[src/rtl/fp_pkg.sv]
// Shared floating-point constants: default field widths, exponent helpers and
// bit offsets of the packed {sign, exp, mantissa} result word.
package fp_pkg;

    localparam int SP_EXP_W = 8;
    localparam int SP_MAN_W = 23;
    localparam int HP_EXP_W = 5;
    localparam int HP_MAN_W = 10;

    localparam int SP_MAN_LSB  = 0;
    localparam int SP_EXP_LSB  = SP_MAN_W;
    localparam int SP_SIGN_POS = SP_EXP_W + SP_MAN_W;
    localparam int HP_MAN_LSB  = 0;
    localparam int HP_EXP_LSB  = HP_MAN_W;
    localparam int HP_SIGN_POS = HP_EXP_W + HP_MAN_W;

    // Low w bits set; callers cast down to their exponent width.
    function automatic logic [31:0] exp_all_ones(input int w);
        if (w >= 32) return '1;
        return (32'd1 << w) - 32'd1;
    endfunction

    function automatic int exp_lsb(input int man_w);
        return man_w;
    endfunction

    function automatic int sign_pos(input int exp_w, input int man_w);
        return exp_w + man_w;
    endfunction

endpackage

[src/rtl/fp_normalize_pipe_if.sv]
// Operand/result stream bundle for the normalizer; the master drives operands
// and result acceptance, the slave (normalizer) drives readiness and results.
interface fp_normalize_pipe_if #(
    parameter int EXP_W = fp_pkg::SP_EXP_W,
    parameter int MAN_W = fp_pkg::SP_MAN_W
);
    localparam int DW = 1 + EXP_W + MAN_W;

    logic             in_valid;
    logic             in_ready;
    logic             in_sign;
    logic [EXP_W-1:0] in_exp;
    logic [MAN_W:0]   in_sig;
    logic             out_valid;
    logic             out_ready;
    logic [DW-1:0]    out_data;
    logic             out_zero;
    logic             out_denorm;
    logic             out_special;

    modport master (
        output in_valid, in_sign, in_exp, in_sig, out_ready,
        input  in_ready, out_valid, out_data, out_zero, out_denorm, out_special
    );

    modport slave (
        input  in_valid, in_sign, in_exp, in_sig, out_ready,
        output in_ready, out_valid, out_data, out_zero, out_denorm, out_special
    );
endinterface

[src/rtl/fp_lzc.sv]
// Leading-zero counter over W bits built from 4-bit groups; the most significant
// non-zero group wins. An all-zero input returns W.
module fp_lzc #(
    parameter  int W  = 24,
    localparam int CW = $clog2(W + 1)
) (
    input  logic [W-1:0]  vec,
    output logic [CW-1:0] cnt
);
    localparam int NG = (W + 3) / 4;
    localparam int PW = NG * 4;

    function automatic logic [1:0] nib_lz(input logic [3:0] n);
        casez (n)
            4'b1???: return 2'd0;
            4'b01??: return 2'd1;
            4'b001?: return 2'd2;
            default: return 2'd3;
        endcase
    endfunction

    logic [PW-1:0] pad_vec;

    // Padding ones below the LSB make an all-zero input count exactly W.
    always_comb begin
        pad_vec = '1;
        pad_vec[PW-1 -: W] = vec;
    end

    always_comb begin
        cnt = CW'(W);
        for (int g = 0; g < NG; g++) begin
            if (pad_vec[4*g +: 4] != 4'b0000)
                cnt = CW'((NG - 1 - g) * 4 + int'(nib_lz(pad_vec[4*g +: 4])));
        end
    end

endmodule

[src/rtl/fp_normalize_pipe.sv]
// Two-stage floating-point normalizer: S1 counts leading zeros, S2 shifts, adjusts
// the exponent and classifies. Latency 2, one result per cycle, stalls on out_ready.
module fp_normalize_pipe
    import fp_pkg::*;
#(
    parameter  int EXP_W = SP_EXP_W,
    parameter  int MAN_W = SP_MAN_W,
    localparam int SH_W  = $clog2(MAN_W + 2)
) (
    input  logic              clk,
    input  logic              rst,
    fp_normalize_pipe_if.slave bus
);
    localparam int DW = 1 + EXP_W + MAN_W;
    localparam int XW = (EXP_W + 1 > SH_W) ? EXP_W + 1 : SH_W;
    localparam logic [EXP_W-1:0] EXP_ONES = EXP_W'(exp_all_ones(EXP_W));

    logic             s1_adv;
    logic             s2_adv;
    logic             s1_valid;
    logic             s1_sign;
    logic [EXP_W-1:0] s1_exp;
    logic [MAN_W:0]   s1_sig;
    logic [SH_W-1:0]  s1_lzc;
    logic [SH_W-1:0]  lzc;

    logic             s2_valid;
    logic [DW-1:0]    s2_data;
    logic             s2_zero;
    logic             s2_denorm;
    logic             s2_special;

    assign s2_adv       = ~s2_valid | bus.out_ready;
    assign s1_adv       = ~s1_valid | s2_adv;
    assign bus.in_ready = s1_adv;

    fp_lzc #(.W(MAN_W + 1)) u_lzc (
        .vec (bus.in_sig),
        .cnt (lzc)
    );

    always_ff @(posedge clk or posedge rst) begin
        if (rst) begin
            s1_valid <= 1'b0;
            s1_sign  <= 1'b0;
            s1_exp   <= '0;
            s1_sig   <= '0;
            s1_lzc   <= '0;
        end else if (s1_adv) begin
            s1_valid <= bus.in_valid;
            if (bus.in_valid) begin
                s1_sign <= bus.in_sign;
                s1_exp  <= bus.in_exp;
                s1_sig  <= bus.in_sig;
                s1_lzc  <= lzc;
            end
        end
    end

    logic [XW-1:0]    e_eff;
    logic [XW-1:0]    lzc_x;
    logic [SH_W-1:0]  shamt;
    logic [EXP_W-1:0] exp_n;
    logic [MAN_W-1:0] man_n;
    logic             zero_n;
    logic             denorm_n;
    logic             special_n;

    // A zero exponent field is treated as 1 so denormal inputs line up with the smallest normal.
    always_comb begin
        e_eff     = (s1_exp == '0) ? XW'(1) : XW'(s1_exp);
        lzc_x     = XW'(s1_lzc);
        shamt     = '0;
        exp_n     = '0;
        man_n     = '0;
        zero_n    = 1'b0;
        denorm_n  = 1'b0;
        special_n = 1'b0;
        if (s1_exp == EXP_ONES) begin
            special_n = 1'b1;
            exp_n     = EXP_ONES;
            man_n     = s1_sig[MAN_W-1:0];
        end else if (s1_sig == '0) begin
            zero_n = 1'b1;
        end else if (e_eff > lzc_x) begin
            shamt = s1_lzc;
            exp_n = EXP_W'(e_eff - lzc_x);
            man_n = MAN_W'(s1_sig << shamt);
        end else begin
            denorm_n = 1'b1;
            shamt    = SH_W'(e_eff - XW'(1));
            man_n    = MAN_W'(s1_sig << shamt);
        end
    end

    always_ff @(posedge clk or posedge rst) begin
        if (rst) begin
            s2_valid   <= 1'b0;
            s2_data    <= '0;
            s2_zero    <= 1'b0;
            s2_denorm  <= 1'b0;
            s2_special <= 1'b0;
        end else if (s2_adv) begin
            s2_valid <= s1_valid;
            if (s1_valid) begin
                s2_data    <= {s1_sign, exp_n, man_n};
                s2_zero    <= zero_n;
                s2_denorm  <= denorm_n;
                s2_special <= special_n;
            end
        end
    end

    assign bus.out_valid   = s2_valid;
    assign bus.out_data    = s2_data;
    assign bus.out_zero    = s2_zero;
    assign bus.out_denorm  = s2_denorm;
    assign bus.out_special = s2_special;

endmodule
[src/flat_wrapper.sv]
// flat-port wrapper written by rule: the top's interface ports become plain ports
module fp_normalize_pipe_flat import fp_pkg::*;
#(
    parameter  int EXP_W = SP_EXP_W,
    parameter  int MAN_W = SP_MAN_W,
    localparam int SH_W  = $clog2(MAN_W + 2)
)
  (clk, rst, bus_in_valid, bus_in_sign, bus_in_exp, bus_in_sig, bus_out_ready, bus_in_ready, bus_out_valid, bus_out_data, bus_out_zero, bus_out_denorm, bus_out_special);
  fp_normalize_pipe_if #(.EXP_W(EXP_W), .MAN_W(MAN_W)) bus_i ();
  input  logic clk;
  input  logic rst;
  input wire logic [$bits(bus_i.in_valid)-1:0] bus_in_valid;
  input wire logic [$bits(bus_i.in_sign)-1:0] bus_in_sign;
  input wire logic [$bits(bus_i.in_exp)-1:0] bus_in_exp;
  input wire logic [$bits(bus_i.in_sig)-1:0] bus_in_sig;
  input wire logic [$bits(bus_i.out_ready)-1:0] bus_out_ready;
  output wire logic [$bits(bus_i.in_ready)-1:0] bus_in_ready;
  output wire logic [$bits(bus_i.out_valid)-1:0] bus_out_valid;
  output wire logic [$bits(bus_i.out_data)-1:0] bus_out_data;
  output wire logic [$bits(bus_i.out_zero)-1:0] bus_out_zero;
  output wire logic [$bits(bus_i.out_denorm)-1:0] bus_out_denorm;
  output wire logic [$bits(bus_i.out_special)-1:0] bus_out_special;
  assign bus_i.in_valid = bus_in_valid;
  assign bus_i.in_sign = bus_in_sign;
  assign bus_i.in_exp = bus_in_exp;
  assign bus_i.in_sig = bus_in_sig;
  assign bus_i.out_ready = bus_out_ready;
  assign bus_in_ready = bus_i.in_ready;
  assign bus_out_valid = bus_i.out_valid;
  assign bus_out_data = bus_i.out_data;
  assign bus_out_zero = bus_i.out_zero;
  assign bus_out_denorm = bus_i.out_denorm;
  assign bus_out_special = bus_i.out_special;
  fp_normalize_pipe #(.EXP_W(EXP_W), .MAN_W(MAN_W)) u_core (.clk(clk), .rst(rst), .bus(bus_i));
endmodule
[config.mk]
export PLATFORM = sky130hd
export DESIGN_NAME = fp_normalize_pipe_flat
export DESIGN_NICKNAME = d
export VERILOG_FILES = /design/src/rtl/fp_pkg.sv /design/src/rtl/fp_normalize_pipe_if.sv /design/src/rtl/fp_lzc.sv /design/src/rtl/fp_normalize_pipe.sv /design/src/flat_wrapper.sv
export SDC_FILE = /design/constraint.sdc
export NUM_CORES = 1
export LEC_CHECK = 0
export ABC_CLOCK_PERIOD_IN_PS = 5000
export BUFFER_PORTS_ARGS = -buffer_cell sky130_fd_sc_hd__buf_2
export CAP_MARGIN = 20
export CORE_MARGIN = 3
export CORE_UTILIZATION = 57
export CTS_CLUSTER_SIZE = 28
export DETAILED_ROUTE_END_ITERATION = 12
export PLACE_DENSITY = 0.8
export SLEW_MARGIN = 20
export SYNTH_ARGS = -nofsm -noshare
export SYNTH_HDL_FRONTEND = slang
export SYNTH_HIERARCHICAL = 1
export SYNTH_SLANG_ARGS = --single-unit
[constraint.sdc]
create_clock -name clk -period 5 [get_ports clk]
set_input_delay 1 -clock clk [delete_from_list [all_inputs] [get_ports clk]]
set_output_delay 1 -clock clk [all_outputs]
set_load 0.02 [all_outputs]
* Word level (Yosys, flattened, before mapping)
Index checks and enable logic that the tools add are counted.
Word-level totals: bits in registers 75, bits of input ports 37, logic and storage cells 77
Operators by class: $add $sub $neg 7, $lt $le $gt $ge 1, eq/ne operators 13, shift operators 2, muxes and demuxes 30, bitwise gates (word level) 4, reduce and logical (&&, ||, !) cells 10
Operators with widths (count):
- $mux 23 | 3
- $shl 24x5->23 | 2
- $pmux 2 s3 | 6
- $mux 8 | 4
- $mux 5 | 6
- $logic_not 24->1 | 1
- $reduce_bool 4->1 | 6
- $eq 3x1->1 const B | 6
- $eq 2x1->1 const B | 6
- $add 4x2->5 const A | 2
- $add 5x2->5 const A | 2
- $mux 2 | 5
- $eq 8x8->1 const B | 1
- $gt 8x5->1 | 1
- $logic_not 8->1 | 1
- $sub 8x5->8 | 1
- $mux 1 | 6
- $sub 5x1->5 const B | 1
- $add 3x2->4 const A | 1
- $reduce_and 2->1 | 2
- $not 1->1 | 2
- $or 1x1->1 | 2

* Depth between registers and ports, before layout
Gate-level depths: netlist of run 1.
word-level depth 10, mapped depth 18, gate-level depth less buffers 15

* Modules after synthesis
Netlist of run 1, hierarchy kept.
Modules (own cells, without submodules):
- fp_normalize_pipe | instances 1, cells each 427, area an instance 4468.0 um^2, seq. area each 1876.8 um^2
- fp_lzc | instances 1, cells each 48, area an instance 264.0 um^2, seq. area each 0.0 um^2

* Least setup slack after synthesis of run 1
No wires, ideal clock.
path kind reg2reg, from reg u_core.s1_exp[5], to reg u_core.s2_data[15], in the netlist u_core/bus.out_data[15], library setup time 124 ps, data arrival time 3614 ps, data required time 4876 ps, setup slack 1262 ps, stages on the path, launching flop included 17, path buffers 3, cells stage by stage dfrtp_1 > buf_2 > nor4_1 > a21oi_1 > ha_1 > inv_1 > fa_1 > nand2b_4 > a211o_1 > a21oi_1 > o21a_2 > buf_6 > mux2i_1 > buf_2 > mux2i_1 > o22ai_1 > a211o_1
Between the ends: longest elaborated chain between the ends 7
RTL lines:
- start, declared | RTL line fp_normalize_pipe.sv:22 | logic [EXP_W-1:0] s1_exp;
- start signal, assigned | RTL line fp_normalize_pipe.sv:53 | s1_exp <= bus.in_exp;
- $logic_not 8->1 | RTL line fp_normalize_pipe.sv:71 | e_eff = (s1_exp == '0) ? XW'(1) : XW'(s1_exp);
- $mux 8 | RTL line fp_normalize_pipe.sv:71
- $sub 5x1->5 | RTL line fp_normalize_pipe.sv:91 | shamt = SH_W'(e_eff - XW'(1));
- $shl 24x5->23 | RTL line fp_normalize_pipe.sv:92 | man_n = MAN_W'(s1_sig << shamt);
- $mux 23 | RTL line fp_normalize_pipe.sv:85 | end else if (e_eff > lzc_x) begin
- $mux 23 | RTL line fp_normalize_pipe.sv:83 | end else if (s1_sig == '0) begin
- $mux 23 (*) | RTL line fp_normalize_pipe.sv:79 | if (s1_exp == EXP_ONES) begin
- end signal, assigned | RTL line fp_normalize_pipe.sv:106 | s2_data <= {s1_sign, exp_n, man_n};
- end, declared | RTL line fp_normalize_pipe.sv:28 | logic [DW-1:0] s2_data;
Mark *: on every way between the ends. The rest lies on a longest branch, timed or not. A chain may end at the register's enable or synchronous reset.

* Worst setup path in the final report of run 1
from reg u_core.s1_exp[2], to reg u_core.s2_data[21], in the netlist u_core/bus.out_data[21]
The elaborated chain is that of the path after synthesis.

==> report_table.html, run 1 <==
<table>
<tr><th>Metric</th><th>Value</th></tr>
<tr><th colspan="2">Outcome</th></tr>
<tr><td>Status</td><td>finished, final reports clean</td></tr>
<tr><th colspan="2">GRT</th></tr>
<tr><td>Largest net degree at the start of global routing</td><td>44</td></tr>
<tr><td>Grt total ovfl</td><td>0</td></tr>
<tr><td>Overall track demand over capacity in global routing</td><td>0.273</td></tr>
<tr><td>Vias in the first global route</td><td>3913</td></tr>
<tr><td>Antenna violations before repair</td><td>0</td></tr>
<tr><td>Global-route wire length before repair</td><td>20.6 mm</td></tr>
<tr><th colspan="2">STA</th></tr>
<tr><td>Fin. Hold Viols</td><td>0</td></tr>
<tr><td>Fin crit period</td><td>4.53 ns</td></tr>
<tr><td>Max transition margin</td><td>0.333</td></tr>
<tr><td>Peak Freq</td><td>0.221 GHz</td></tr>
<tr><td>Pins Over Slew Limit</td><td>0</td></tr>
<tr><td>RSZ-0062 raised after global routing</td><td>false</td></tr>
<tr><td>Setup TNS</td><td>0 ns</td></tr>
<tr><td>Fin crit share</td><td>0.906</td></tr>
<tr><td>Final setup vio count</td><td>0</td></tr>
<tr><td>Setup skew after layout</td><td>0.0126 ns</td></tr>
<tr><td>Actual slew at the worst max-slew pin</td><td>1.00 ns</td></tr>
<tr><th colspan="2">Routing</th></tr>
<tr><td>Final Routed Wirelength</td><td>12.8 mm</td></tr>
<tr><td>Mean routed wirelength per cell</td><td>19.8 um</td></tr>
<tr><td>DRC Markers</td><td>0</td></tr>
<tr><td>Starting DRT DRC Count</td><td>341</td></tr>
<tr><td>Vias after detailed routing</td><td>4085</td></tr>
<tr><td>First-pass detailed-route iteration total</td><td>5</td></tr>
<tr><td>ANT nets after route</td><td>0</td></tr>
<tr><td>Vias per inst</td><td>6.31</td></tr>
<tr><th colspan="2">Layout</th></tr>
<tr><td>Leading cell type in the layout, fill and taps excluded</td><td>dfrtp_1</td></tr>
<tr><td>Layout cells sized above 1</td><td>0.286</td></tr>
<tr><td>Final std cells w/o fill</td><td>647</td></tr>
<tr><td>Footprint of the flip-flops and latches</td><td>0.00188 sq mm</td></tr>
<tr><td>Area of the multi-input gates</td><td>0.00264 sq mm</td></tr>
<tr><td>Most frequent cells in the layout</td><td>dfrtp_1, buf_2, mux2i_1</td></tr>
<tr><td>Area Growth Syn to Fin</td><td>12.9%</td></tr>
<tr><td>Layout Nets</td><td>583</td></tr>
<tr><td>Final-layout fill cell count</td><td>634</td></tr>
<tr><td>Ant. Diodes</td><td>0</td></tr>
<tr><td>Final std cell area, no fill</td><td>0.00534 sq mm</td></tr>
<tr><th colspan="2">Yosys</th></tr>
<tr><td>Sequential element share of the synthesized area</td><td>0.397</td></tr>
<tr><td>Primary flip-flop cell chosen by synthesis mapping</td><td>dfrtp_1</td></tr>
<tr><td>Average footprint of a synthesized cell</td><td>9.96 sq um</td></tr>
<tr><td>Asr flop ratio synth</td><td>1.00</td></tr>
<tr><td>Count of state elements after synthesis</td><td>75</td></tr>
<tr><td>Cell Area, Synth</td><td>0.00473 sq mm</td></tr>
<tr><td>Post-synth cell types</td><td>58</td></tr>
<tr><td>Instance count of the mapped netlist</td><td>475</td></tr>
<tr><td>Count of flip-flops with a built-in enable after synthesis</td><td>0</td></tr>
<tr><td>Net count after synthesis</td><td>518</td></tr>
<tr><td>Number of warning messages in the yosys log</td><td>6</td></tr>
<tr><th colspan="2">Critical path</th></tr>
<tr><td>Data arrival, critical path</td><td>4.75 ns</td></tr>
<tr><td>Worst EP required</td><td>5.22 ns</td></tr>
<tr><td>Largest driver fanout on the critical path</td><td>27</td></tr>
<tr><td>Launching element type of the critical path</td><td>register</td></tr>
<tr><td>Crit path capture type</td><td>register</td></tr>
<tr><td>CP Class</td><td>register to register</td></tr>
<tr><th colspan="2">CTS</th></tr>
<tr><td>Clock Sinks</td><td>75</td></tr>
<tr><td>Deepest level of the CTS H-tree</td><td>3</td></tr>
<tr><td>TritonCTS clock tree</td><td>done</td></tr>
<tr><td>Clock-pin slew on the worst setup and hold paths</td><td>0.08 ns</td></tr>
<tr><td># hold bufs at CTS</td><td>0</td></tr>
<tr><td>Resized Gates After CTS</td><td>0</td></tr>
<tr><td>Clock latency on the worst-skew pair</td><td>0.35 ns</td></tr>
<tr><td>Number of CTS-inserted buffers</td><td>9</td></tr>
<tr><td>Number of buffers inserted by post-CTS setup repair</td><td>0</td></tr>
<tr><td>Clock root buffer</td><td>clkbuf_8</td></tr>
<tr><td>Deepest clock path buffer count</td><td>2</td></tr>
<tr><th colspan="2">Placement</th></tr>
<tr><td>Final weighted congestion in routability-driven placement</td><td>0.995</td></tr>
<tr><td>Cells after DPL</td><td>631</td></tr>
<tr><td>Placed wire-length estimate</td><td>9.79 mm</td></tr>
<tr><td>Placed instance area</td><td>0.00514 sq mm</td></tr>
<tr><td>PortBufs</td><td>73</td></tr>
<tr><th colspan="2">Floorplan</th></tr>
<tr><td>CORE AREA</td><td>0.00789 sq mm</td></tr>
<tr><td>Height of the die</td><td>97.1 um</td></tr>
<tr><td>Die area</td><td>0.00943 sq mm</td></tr>
<tr><td>Site Rows</td><td>32</td></tr>
<tr><td>Initial Utilization</td><td>0.600</td></tr>
<tr><td>Die boundary width</td><td>97.1 um</td></tr>
<tr><td>Boundary pin count</td><td>74</td></tr>
<tr><th colspan="2">Power and ir drop</th></tr>
<tr><td>Worst-case vdd ir drop</td><td>0.225 mV</td></tr>
<tr><td>Power density of the placed cells</td><td>415 mW/mm^2</td></tr>
<tr><td>Static power due to leakage</td><td>0.00263 uW</td></tr>
<tr><th colspan="2">Run</th></tr>
<tr><td>Count of max-cap constraint violations</td><td>0</td></tr>
<tr><th colspan="2">Worst hold path</th></tr>
<tr><td>Kind of path behind the tightest hold check</td><td>register to register</td></tr>
</table>
==> final timing paths <==
path / from / endpoint / slack (ns) / depth (start not counted)
max in group asynchronous: rst / u_core/s1_sig[9] / 3.26 / 3
min: u_core/bus.out_special / u_core/bus.out_special / 0.48 / 1
min in group asynchronous: rst / u_core/bus.out_data[23] / 0.74 / 2
max: u_core/s1_exp[2] / u_core/bus.out_data[21] / 0.47 / 16
max reg2reg: u_core/s1_exp[2] / u_core/bus.out_data[21] / 0.47 / 16
min reg2reg: u_core/bus.out_special / u_core/bus.out_special / 0.48 / 1
==> Yosys cell counts (6+ instances only) <==
| cell | instances | area (sq um) |
|---|---|---|
| nand3_1 | 8 | 40.0 |
| clkbuf_1 | 15 | 56.3 |
| nor4_1 | 11 | 68.8 |
| mux2i_1 | 56 | 561 |
| a21o_1 | 6 | 45.0 |
| o21ai_0 | 13 | 65.1 |
| a21oi_1 | 44 | 220 |
| a31oi_1 | 7 | 43.8 |
| and3_1 | 9 | 56.3 |
| o22ai_1 | 8 | 50.1 |
| dfrtp_1 | 75 | 1880 |
| nand2_1 | 29 | 109 |
| inv_1 | 16 | 60.1 |
| nor3_1 | 11 | 55.1 |
| mux2_2 | 44 | 495 |
| nor2_1 | 31 | 116 |
==> routing by layer <==
metal / vias up / wire length (um) / GRT usage
met5: - / 0 / 0
met2: 176 / 5630 / 0.401
li1: 1889 / - / -
met1: 1993 / 5970 / 0.406
met3: 27 / 880 / 0.0409
met4: 0 / 335 / 0.104
==> worst max-delay path, cell delays in order, from the launching register on <==
cell     delay [ns]
dfrtp_1        0.57
nor3_1         0.10
a21oi_1        0.36
ha_1           0.22
inv_1          0.06
fa_1           0.42
nor2b_2        0.18
a211o_1        0.30
a21oi_1        0.17
o21a_2         0.34
mux2i_4        0.27
buf_4          0.38
mux2i_1        0.31
nor3_1         0.10
a21oi_2        0.19
o22ai_1        0.11
or3_1          0.32
==> sequential cells by signal, indices dropped and copies added, names as in the netlist <==
| register | cells |
|---|---|
| u_core/s1_exp | 8 |
| u_core/s1_sig | 24 |
| u_core/bus.out_zero | 1 |
| u_core/bus.out_valid | 1 |
| u_core/bus.out_denorm | 1 |
| u_core/s1_valid | 1 |
| u_core/s1_sign | 1 |
| u_core/bus.out_special | 1 |
| u_core/s1_lzc | 5 |
| u_core/bus.out_data | 32 |
==> metrics by stage <==
stage | power (uW) | hold slack [ns] | setup WS, ns | util
floorplan | 1470 | 0.433 | 1.26 | -
global placement | 1730 | 0.445 | 0.631 | 0.652
detailed placement | 1740 | 0.465 | 0.585 | 0.652
CTS | 2220 | 0.486 | 0.541 | 0.677
global route | 2340 | 0.504 | 0.195 | 0.677
finish | 2220 | 0.482 | 0.468 | 0.677
==> final cells by class <==
type / instances / area share
repair buffers: 82 / 0.0810
well taps: 102 / 0.0239
clock buffers: 10 / 0.0258
clock inverters: 6 / 0.0117
multi-input cells: 356 / 0.495
flip-flops and latches: 75 / 0.351
inverters: 16 / 0.0112
==> where the power goes <==
part | total, uW | internal (uW) | switching (uW)
Clock | 472 | 244 | 228
Combinational | 874 | 357 | 518
Sequential | 869 | 740 | 129
==> logic make-up after synthesis <==
logic type	Yosys count	share of synthesized area
DFF	75	0.397
and+or+nand+nor	125	0.135
muxes	101	0.228
AOI/OAI and AO/OA	115	0.159
adders and majority gates	6	0.0175
buffers and inverters	44	0.0460
xor gates and xnor gates	9	0.0182
Power figures use the tool's default switching activity.
==> run 2: changes to the inputs <==
Settings changed: CELL_PAD_IN_SITES_DETAIL_PLACEMENT set to 1, CELL_PAD_IN_SITES_GLOBAL_PLACEMENT set to 1, CORE_UTILIZATION 57 to 44.
==> report_table.html, run 2 (same netlist as run 1, synthesis figures left out) <==
<table>
<tr><th>Metric</th><th>Value</th></tr>
<tr><th colspan="2">STA</th></tr>
<tr><td>RSZ-0062 raised after global routing</td><td>false</td></tr>
<tr><td>Setup TNS</td><td>0 ns</td></tr>
<tr><td>Peak Freq</td><td>0.220 GHz</td></tr>
<tr><td>Fin crit share</td><td>0.908</td></tr>
<tr><td>Fin crit period</td><td>4.54 ns</td></tr>
<tr><td>Fin. Hold Viols</td><td>0</td></tr>
<tr><td>Final setup vio count</td><td>0</td></tr>
<tr><td>Hold Slack</td><td>0.467 ns</td></tr>
<tr><td>Pins Over Slew Limit</td><td>0</td></tr>
<tr><td>Actual slew at the worst max-slew pin</td><td>0.801 ns</td></tr>
<tr><td>Setup skew after layout</td><td>0.00673 ns</td></tr>
<tr><td>Max transition margin</td><td>0.465</td></tr>
<tr><th colspan="2">Layout</th></tr>
<tr><td>Layout Nets</td><td>588</td></tr>
<tr><td>Final std cells w/o fill</td><td>685</td></tr>
<tr><td>Most frequent cells in the layout</td><td>dfrtp_1, buf_2, mux2i_1</td></tr>
<tr><td>Area Growth Syn to Fin</td><td>14.3%</td></tr>
<tr><td>Footprint of the flip-flops and latches</td><td>0.00188 sq mm</td></tr>
<tr><td>Leading cell type in the layout, fill and taps excluded</td><td>dfrtp_1</td></tr>
<tr><td>Ant. Diodes</td><td>0</td></tr>
<tr><td>Final std cell area, no fill</td><td>0.00541 sq mm</td></tr>
<tr><td>Max FFs per register</td><td>32</td></tr>
<tr><td>Layout cells sized above 1</td><td>0.290</td></tr>
<tr><td>Area of the multi-input gates</td><td>0.00264 sq mm</td></tr>
<tr><td>Final-layout fill cell count</td><td>1210</td></tr>
<tr><th colspan="2">CTS</th></tr>
<tr><td>Clock Sinks</td><td>75</td></tr>
<tr><td>Deepest level of the CTS H-tree</td><td>3</td></tr>
<tr><td>TritonCTS clock tree</td><td>done</td></tr>
<tr><td>Clock-pin slew on the worst setup and hold paths</td><td>0.08 ns</td></tr>
<tr><td>Clock root buffer</td><td>clkbuf_8</td></tr>
<tr><td># hold bufs at CTS</td><td>0</td></tr>
<tr><td>Clock latency on the worst-skew pair</td><td>0.36 ns</td></tr>
<tr><td>Number of buffers inserted by post-CTS setup repair</td><td>0</td></tr>
<tr><td>Deepest clock path buffer count</td><td>2</td></tr>
<tr><td>Number of CTS-inserted buffers</td><td>9</td></tr>
<tr><td>Resized Gates After CTS</td><td>0</td></tr>
<tr><th colspan="2">Routing</th></tr>
<tr><td>ANT nets after route</td><td>0</td></tr>
<tr><td>Vias per inst</td><td>5.86</td></tr>
<tr><td>First-pass detailed-route iteration total</td><td>4</td></tr>
<tr><td>Mean routed wirelength per cell</td><td>20.9 um</td></tr>
<tr><td>DRC Markers</td><td>0</td></tr>
<tr><td>Starting DRT DRC Count</td><td>262</td></tr>
<tr><td>Final Routed Wirelength</td><td>14.3 mm</td></tr>
<tr><td>Vias after detailed routing</td><td>4014</td></tr>
<tr><th colspan="2">Floorplan</th></tr>
<tr><td>Site Rows</td><td>37</td></tr>
<tr><td>Boundary pin count</td><td>74</td></tr>
<tr><td>Die area</td><td>0.0120 sq mm</td></tr>
<tr><td>Height of the die</td><td>110 um</td></tr>
<tr><td>CORE AREA</td><td>0.0104 sq mm</td></tr>
<tr><td>Initial Utilization</td><td>0.456</td></tr>
<tr><td>Die boundary width</td><td>110 um</td></tr>
<tr><th colspan="2">GRT</th></tr>
<tr><td>Global-route wire length before repair</td><td>23.1 mm</td></tr>
<tr><td>Vias in the first global route</td><td>4243</td></tr>
<tr><td>Antenna violations before repair</td><td>0</td></tr>
<tr><td>Overall track demand over capacity in global routing</td><td>0.254</td></tr>
<tr><td>Largest net degree at the start of global routing</td><td>42</td></tr>
<tr><td>Grt total ovfl</td><td>0</td></tr>
<tr><th colspan="2">Worst hold path</th></tr>
<tr><td>Hold Path Stages</td><td>2</td></tr>
<tr><td>Hold Path End</td><td>u_core/bus.out_data[31]</td></tr>
<tr><td>Kind of path behind the tightest hold check</td><td>register to register</td></tr>
<tr><td>Source of the worst hold timing path</td><td>u_core/s1_sign</td></tr>
<tr><th colspan="2">Power and ir drop</th></tr>
<tr><td>Post-layout total power</td><td>2200 uW</td></tr>
<tr><td>Worst-case vdd ir drop</td><td>0.155 mV</td></tr>
<tr><td>Static power due to leakage</td><td>0.00265 uW</td></tr>
<tr><td>Power density of the placed cells</td><td>407 mW/mm^2</td></tr>
<tr><th colspan="2">Critical path</th></tr>
<tr><td>Worst EP required</td><td>5.24 ns</td></tr>
<tr><td>RR Startpoint</td><td>u_core/s1_exp[2]</td></tr>
<tr><td>Data arrival, critical path</td><td>4.78 ns</td></tr>
<tr><td>Number of cell instances on the worst register-to-register path</td><td>16</td></tr>
<tr><td>Largest driver fanout on the critical path</td><td>23</td></tr>
<tr><td>Worst reg2reg endpoint</td><td>u_core/bus.out_data[15]</td></tr>
<tr><td>Reg2reg setup slack</td><td>0.46 ns</td></tr>
<tr><td>Launching element type of the critical path</td><td>register</td></tr>
<tr><td>CP Class</td><td>register to register</td></tr>
<tr><td>Crit path capture type</td><td>register</td></tr>
<tr><th colspan="2">Placement</th></tr>
<tr><td>Placed wire-length estimate</td><td>11.0 mm</td></tr>
<tr><td>PortBufs</td><td>73</td></tr>
<tr><td>Cells after DPL</td><td>666</td></tr>
<tr><td>Final weighted congestion in routability-driven placement</td><td>0.961</td></tr>
<tr><td>Placed instance area</td><td>0.00519 sq mm</td></tr>
<tr><th colspan="2">Outcome</th></tr>
<tr><td>Status</td><td>finished, final reports clean</td></tr>
<tr><th colspan="2">Run</th></tr>
<tr><td>Count of max-cap constraint violations</td><td>0</td></tr>
</table>
run 2: worst max-delay path by stage:
stage / from / to / slack, ns / cells after the start
3_3_place_gp: u_core/s1_exp[2] / u_core/bus.out_data[16] / 0.57 / 15
4_1_cts: u_core/s1_exp[2] / u_core/bus.out_data[16] / 0.34 / 15
3_5_place_dp: u_core/s1_exp[2] / u_core/bus.out_data[16] / 0.34 / 15
2_1_floorplan: u_core/s1_exp[5] / u_core/bus.out_data[15] / 1.26 / 16
6_report: u_core/s1_exp[2] / u_core/bus.out_data[15] / 0.46 / 16
5_1_grt: u_core/s1_exp[2] / u_core/bus.out_data[6] / 0.14 / 16
run 2: where the power goes:
group	switching, uW	total [uW]	leakage [uW]	internal (uW)
Sequential	138	879	0.000900	741
Clock	223	426	0.0000912	203
Combinational	527	895	0.00166	368
run 2: metal layers:
layer	GRT usage	routed length (um)	up-vias
li1	-	-	1896
met1	0.357	6490	1982
met2	0.404	6760	119
met3	0.0411	853	17
met4	0.0739	206	0
met5	0	0	-
run 2: critical path: stages, from the launching register on:
cell	delay, ns
dfrtp_1	0.57
nor3_1	0.12
a21oi_1	0.38
ha_1	0.22
inv_1	0.06
fa_1	0.41
nor2b_2	0.18
a211o_1	0.30
a21oi_1	0.17
o21a_2	0.34
a221o_1	0.20
buf_4	0.33
mux2i_1	0.38
mux2i_1	0.16
mux2i_1	0.23
o22ai_1	0.10
a211o_1	0.29
run 2: cell type report:
cell class              instances  area share
flip-flops and latches         75       0.347
well taps                     136      0.0315
inverters                      16      0.0111
clock buffers                  11      0.0280
multi-input cells             356       0.488
repair buffers                 87      0.0893
clock inverters                 4     0.00486
run 2: metrics by stage:
stage,util,setup slack (ns)
floorplan,-,1.26
CTS,0.517,0.336
finish,0.522,0.458
detailed placement,0.500,0.344
global route,0.522,0.144
global placement,0.500,0.573
